==> src/rtl/delay_counter_4ch.sv <==
// ---------------------------------------------------------------------------
// delay_counter_4ch
//
// Per-channel programmable delay timer that sits behind the start/discharge
// front end. While the front end holds i_startcounter high, a shared cycle
// counter runs. Each channel raises its end-of-delay line when the counter
// reaches that channel's programmed delay. The end-of-delay line feeds the
// front end's per-channel reset and ends that channel's discharge. Once
// every channel has fired, the run parks in DONE until i_startcounter drops.
//
// Ports
//   i_clk           system clock, rising-edge active
//   i_reset         asynchronous, active-high reset
//   i_startcounter  run request level from the front end
//   i_delay         per-channel delay in cycles, channel i at [i*CNT_W +: CNT_W]
//   i_ch_en         per-channel enable; disabled channels fire on the first
//                   RUN edge so that they never hold the run open
//   o_reset_ch      per-channel end-of-delay level, sticky until the run ends
//   o_count         current cycle count (saturating)
//   o_busy          high while running
//   o_done          high while parked with all channels fired
//   o_abort         one-cycle pulse when a run is dropped before completion
// ---------------------------------------------------------------------------
module delay_counter_4ch #(
    parameter int N_CH  = 4,
    parameter int CNT_W = 16
) (
    input  logic                    i_clk,
    input  logic                    i_reset,
    input  logic                    i_startcounter,
    input  logic [N_CH*CNT_W-1:0]   i_delay,
    input  logic [N_CH-1:0]         i_ch_en,
    output logic [N_CH-1:0]         o_reset_ch,
    output logic [CNT_W-1:0]        o_count,
    output logic                    o_busy,
    output logic                    o_done,
    output logic                    o_abort
);

    localparam logic [1:0] ST_IDLE = 2'd0;
    localparam logic [1:0] ST_RUN  = 2'd1;
    localparam logic [1:0] ST_DONE = 2'd2;

    localparam logic [CNT_W-1:0] CNT_ZERO = {CNT_W{1'b0}};
    localparam logic [CNT_W-1:0] CNT_ONE  = {{(CNT_W-1){1'b0}}, 1'b1};
    localparam logic [CNT_W-1:0] CNT_MAX  = {CNT_W{1'b1}};

    logic [1:0]              r_state;
    logic [CNT_W-1:0]        r_cnt;
    logic [N_CH*CNT_W-1:0]   r_dly;
    logic [N_CH-1:0]         r_en;
    logic [N_CH-1:0]         r_reset_ch;
    logic                    r_busy;
    logic                    r_done;
    logic                    r_abort;

    logic [1:0]              w_state_nxt;
    logic [CNT_W-1:0]        w_cnt_nxt;
    logic [N_CH*CNT_W-1:0]   w_dly_nxt;
    logic [N_CH-1:0]         w_en_nxt;
    logic [N_CH-1:0]         w_reset_ch_nxt;
    logic                    w_abort_nxt;
    logic [N_CH-1:0]         w_hit;
    logic [N_CH-1:0]         w_fired;
    logic [CNT_W-1:0]        w_cnt_inc;

    // Per-channel match against the snapshot; disabled channels always match.
    always_comb begin
        w_hit = {N_CH{1'b0}};
        for (int i = 0; i < N_CH; i++) begin
            if (!r_en[i]) begin
                w_hit[i] = 1'b1;
            end else if (r_cnt == r_dly[i*CNT_W +: CNT_W]) begin
                w_hit[i] = 1'b1;
            end else begin
                w_hit[i] = 1'b0;
            end
        end
    end

    // Sticky fired set including this edge's matches, and saturating increment.
    // The match uses the pre-increment count, so a delay of CNT_MAX still fires.
    always_comb begin
        w_fired = r_reset_ch | w_hit;
        if (r_cnt == CNT_MAX) begin
            w_cnt_inc = r_cnt;
        end else begin
            w_cnt_inc = r_cnt + CNT_ONE;
        end
    end

    // Next-state logic; dropping i_startcounter in RUN wins over any match.
    always_comb begin
        w_state_nxt    = r_state;
        w_cnt_nxt      = r_cnt;
        w_dly_nxt      = r_dly;
        w_en_nxt       = r_en;
        w_reset_ch_nxt = r_reset_ch;
        w_abort_nxt    = 1'b0;
        case (r_state)
            ST_IDLE: begin
                w_cnt_nxt      = CNT_ZERO;
                w_reset_ch_nxt = {N_CH{1'b0}};
                if (i_startcounter) begin
                    w_state_nxt = ST_RUN;
                    w_dly_nxt   = i_delay;
                    w_en_nxt    = i_ch_en;
                end else begin
                    w_state_nxt = ST_IDLE;
                end
            end
            ST_RUN: begin
                if (!i_startcounter) begin
                    w_state_nxt    = ST_IDLE;
                    w_cnt_nxt      = CNT_ZERO;
                    w_reset_ch_nxt = {N_CH{1'b0}};
                    w_abort_nxt    = 1'b1;
                end else begin
                    w_cnt_nxt      = w_cnt_inc;
                    w_reset_ch_nxt = w_fired;
                    if (&w_fired) begin
                        w_state_nxt = ST_DONE;
                    end else begin
                        w_state_nxt = ST_RUN;
                    end
                end
            end
            ST_DONE: begin
                if (!i_startcounter) begin
                    w_state_nxt    = ST_IDLE;
                    w_cnt_nxt      = CNT_ZERO;
                    w_reset_ch_nxt = {N_CH{1'b0}};
                end else begin
                    w_state_nxt    = ST_DONE;
                end
            end
            default: begin
                w_state_nxt    = ST_IDLE;
                w_cnt_nxt      = CNT_ZERO;
                w_reset_ch_nxt = {N_CH{1'b0}};
            end
        endcase
    end

    // State, snapshot and registered status outputs.
    always_ff @(posedge i_clk or posedge i_reset) begin
        if (i_reset) begin
            r_state    <= ST_IDLE;
            r_cnt      <= CNT_ZERO;
            r_dly      <= {(N_CH*CNT_W){1'b0}};
            r_en       <= {N_CH{1'b0}};
            r_reset_ch <= {N_CH{1'b0}};
            r_busy     <= 1'b0;
            r_done     <= 1'b0;
            r_abort    <= 1'b0;
        end else begin
            r_state    <= w_state_nxt;
            r_cnt      <= w_cnt_nxt;
            r_dly      <= w_dly_nxt;
            r_en       <= w_en_nxt;
            r_reset_ch <= w_reset_ch_nxt;
            r_busy     <= (w_state_nxt == ST_RUN);
            r_done     <= (w_state_nxt == ST_DONE);
            r_abort    <= w_abort_nxt;
        end
    end

    assign o_reset_ch = r_reset_ch;
    assign o_count    = r_cnt;
    assign o_busy     = r_busy;
    assign o_done     = r_done;
    assign o_abort    = r_abort;

endmodule

==> config.mk <==
export PLATFORM = sky130hd
export DESIGN_NAME = delay_counter_4ch
export DESIGN_NICKNAME = d
export VERILOG_FILES = /design/src/rtl/delay_counter_4ch.sv
export SDC_FILE = /design/constraint.sdc
export NUM_CORES = 1
export LEC_CHECK = 0
export CAP_MARGIN = 30
export CORE_UTILIZATION = 40
export DETAILED_ROUTE_END_ITERATION = 10
export GPL_ROUTABILITY_DRIVEN = 1
export SYNTH_ARGS = -nofsm -noshare
export SYNTH_HDL_FRONTEND = slang
export SYNTH_SLANG_ARGS = --single-unit
==> constraint.sdc <==
create_clock -name i_clk -period 6.2 [get_ports i_clk]
set_input_delay 0.62 -clock i_clk [delete_from_list [all_inputs] [get_ports i_clk]]
set_output_delay 0.62 -clock i_clk [all_outputs]
set_load 0.01 [all_outputs]
==> impl_metrics.toml <==
[outcome]
status = "finished, final reports clean"

[global_route]
grt-ovfl-total = 0
grt_pass1_vias = 3118
grt_max_degree = 49
antenna_found_initial = 0
grt_use_met2_pct = 31.00
met3_usage_pct = 3.048
gr-usage-all-layers_pct = 19.21
use_met1_pct = 25.84
busiest_layer = "met2"
grt_pass1_wl_um = 16760

[yosys]
ys_ff_latch = 93
synth_edf_count = 0
netlist_instances = 373
yosys_warnings = 0
synth_top_family_by_area = "multiplexers"
muxShareOfSynthArea_pct = 16.74
synthArstFlopShare_pct = 100.0
synth_ff_type = "dfrtp_1"
yosysSeqAreaShare_pct = 50.89
synth_compound_area_share_pct = 5.882
synthAdderAreaFrac_pct = 0.2736
synth-simple-area-share_pct = 8.974
synthXorXnorAreaFrac_pct = 13.19
netlist_area_mm2 = 0.004573
synth_nets = 445
syn_area_per_cell_um2 = 12.26
synth_cell_types = 42

[clock_tree]
cts_buffers = 9
htree_levels = 3
cts-root-buf = "clkbuf_16"
clock_sinks = 93
ctsResizeCount = 0
clkTransAtPathRegs_ns = 0.07
ctsHoldBuffers = 0
clock_latency_ns = 0.34
postCtsSetupBuffers = 0
tritoncts = "done"
max-clock-path-buffers = 2

[timing]
fin_crit_ns = 2.926
min_period_over_period_pct = 47.19
finalHoldViolCount = 0
rsz0062_at_grt = "no"
maxSlewHeadroom_pct = 45.79
fin_skew_ns = 0.009825
setup_tns_ns = 0
fmax_ghz = 0.3418
worst_pin_slew_ns = 0.8122
slew_viol_final = 0
setup_viol = 0

[detailed_routing]
wl_per_cell_um = 17.88
drt_iter0_markers = 165
drt_wl_total_um = 10660
dr.pass1.iters = 5
avgViaCountPerCell = 5.265
drc_errors = 0
postRouteAntennaNets = 0
vias = 3138

[floorplanning]
core_mm2 = 0.01098
die_x_um = 108.9
row_count = 38
die_area_mm2 = 0.01186
start_util_pct = 41.64
die-height_um = 108.9
io-pin-count = 94

[final_layout]
multi_input_comb_area_mm2 = 0.002068
synthToLayoutAreaGrowth_pct = 27.50
area.sequential_mm2 = 0.002327
drive_gt1_share_pct = 20.83
fill_cells = 989
n_antenna_cell = 0
final_area_mm2 = 0.005831
fin_nets = 523
stdcell_count = 596

[power]
power_density_mw_per_mm2 = 292.1
total_power_uw = 1703
p_leak_uw = 0.002489
vdd_ir_drop_max_mv = 0.1361

[placed_design]
gp_congestion = 0.7897
placed_cells = 580
place_area_mm2 = 0.005533
dp_hpwl_um = 7416
portBuffers = 93

[job]
max-cap-violations = 0

[min_path]
hold_path_class = "reg -> reg"

[worst_setup_path]
start_kind = "primary input"
cp_data_arrival_time_ns = 3.12
end_kind = "register"
cp_max_fo = 14
cp.required_ns = 6.39
critPathKind = "in -> reg"
synth_stat cells, types with 2 or more instances:
cell	n	area, um2
a21oi_1	9	45.04
a31o_1	2	17.52
a31oi_1	4	25.02
and2_1	2	12.51
and3_1	3	18.77
and3_2	2	15.01
buf_2	13	65.06
buf_4	5	37.54
buf_6	4	45.04
clkbuf_1	6	22.52
dfrtp_1	93	2327
inv_1	4	15.01
mux2_2	68	765.7
nand2_1	10	37.54
nand2b_1	2	12.51
nand3_1	4	20.02
nand3b_1	2	15.01
nand4_1	5	31.28
nor2_1	10	37.54
nor2b_1	3	18.77
nor3_1	3	15.01
nor4_1	15	93.84
o21ai_0	15	75.07
o31ai_1	6	45.04
xnor2_1	4	35.03
xor2_1	63	551.8
cell type report:
type,instances,area share [%]
Clock inverter,7,1.245
Clock buffer,9,3.863
Timing Repair Buffer,95,16.22
Tap cell,140,3.004
Sequential cell,93,39.91
Inverter,4,0.2790
Multi-Input combinational cell,248,35.47
registers in the layout, summed over array words and instances (netlist names):
name / count
r_en: 4
r_dly: 64
r_state: 2
o_busy: 1
o_reset_ch: 4
o_count: 16
o_done: 1
o_abort: 1
final timing paths:
path                           startpoint    endpoint  slack (ns)  cells after the start
max reg2reg                    r_state[0]  o_count[0]        3.60                      5
max                        i_startcounter  o_count[0]        3.27                      6
min in group asynchronous         i_reset   r_dly[27]        0.75                      2
min                            r_state[1]     o_abort        0.46                      1
max in group asynchronous         i_reset    r_dly[1]        4.37                      3
min reg2reg                    r_state[1]     o_abort        0.46                      1
worst max-delay path, cell delays in order:
cell and delay, ns:
clkdlybuf4s50_1 0.52, nand3b_1 0.44, nor4_4 0.54, a41o_1 0.47
or2_1 0.38, o21ai_0 0.14
through the flow:
step	hold slack, ns	worst slack [ns]	utilization (%)
floorplan	0.4195	3.160	-
global placement	0.4444	3.029	50.38
detailed placement	0.4456	2.964	50.38
CTS	0.4574	3.318	53.09
global route	0.4814	3.100	53.09
finish	0.4561	3.274	53.09
placed cells by master (no fill, tap or decap), types with 3 or more instances in the layout:
| cell type | n |
|---|---|
| o21ai_0 | 15 |
| nor4_1 | 15 |
| clkbuf_16 | 9 |
| nand2_1 | 10 |
| o31ai_1 | 6 |
| and3_1 | 3 |
| xor2_1 | 63 |
| nand4_1 | 5 |
| nor2_1 | 9 |
| clkinv_2 | 3 |
| a21oi_1 | 9 |
| nor3_1 | 3 |
| nor2b_1 | 3 |
| a31oi_1 | 4 |
| xnor2_1 | 4 |
| clkdlybuf4s50_1 | 93 |
| nand3_1 | 4 |
| dfrtp_1 | 93 |
| inv_1 | 3 |
| mux2_2 | 68 |
kinds of logic (layout without fill, tap and decap cells):
| group | Yosys count | after routing |
|---|---|---|
| AO/OA/AOI/OAI | 42 | 42 |
| multiplexers | 68 | 68 |
| buffers and inverters | 32 | 115 |
| AND/OR/NAND/NOR | 69 | 69 |
| XOR/XNOR | 68 | 68 |
| adder cells (fa/ha/maj) | 1 | 1 |
| flip-flops | 93 | 93 |
per-layer routing:
layer	part of all wire, %	routed length (um)	up-vias
li1	-	-	1470
met1	46	4886	1556
met3	5.0	528	17
met4	1.7	179	0
met2	47	5061	95
met5	0	0	-
power by group:
part	leakage [uW]	internal (uW)	switching, uW
combinational	0.00121	209	128
sequential	0.00113	728	86.0
clock	0.000142	314	239
(Power assumes the default switching activity.)
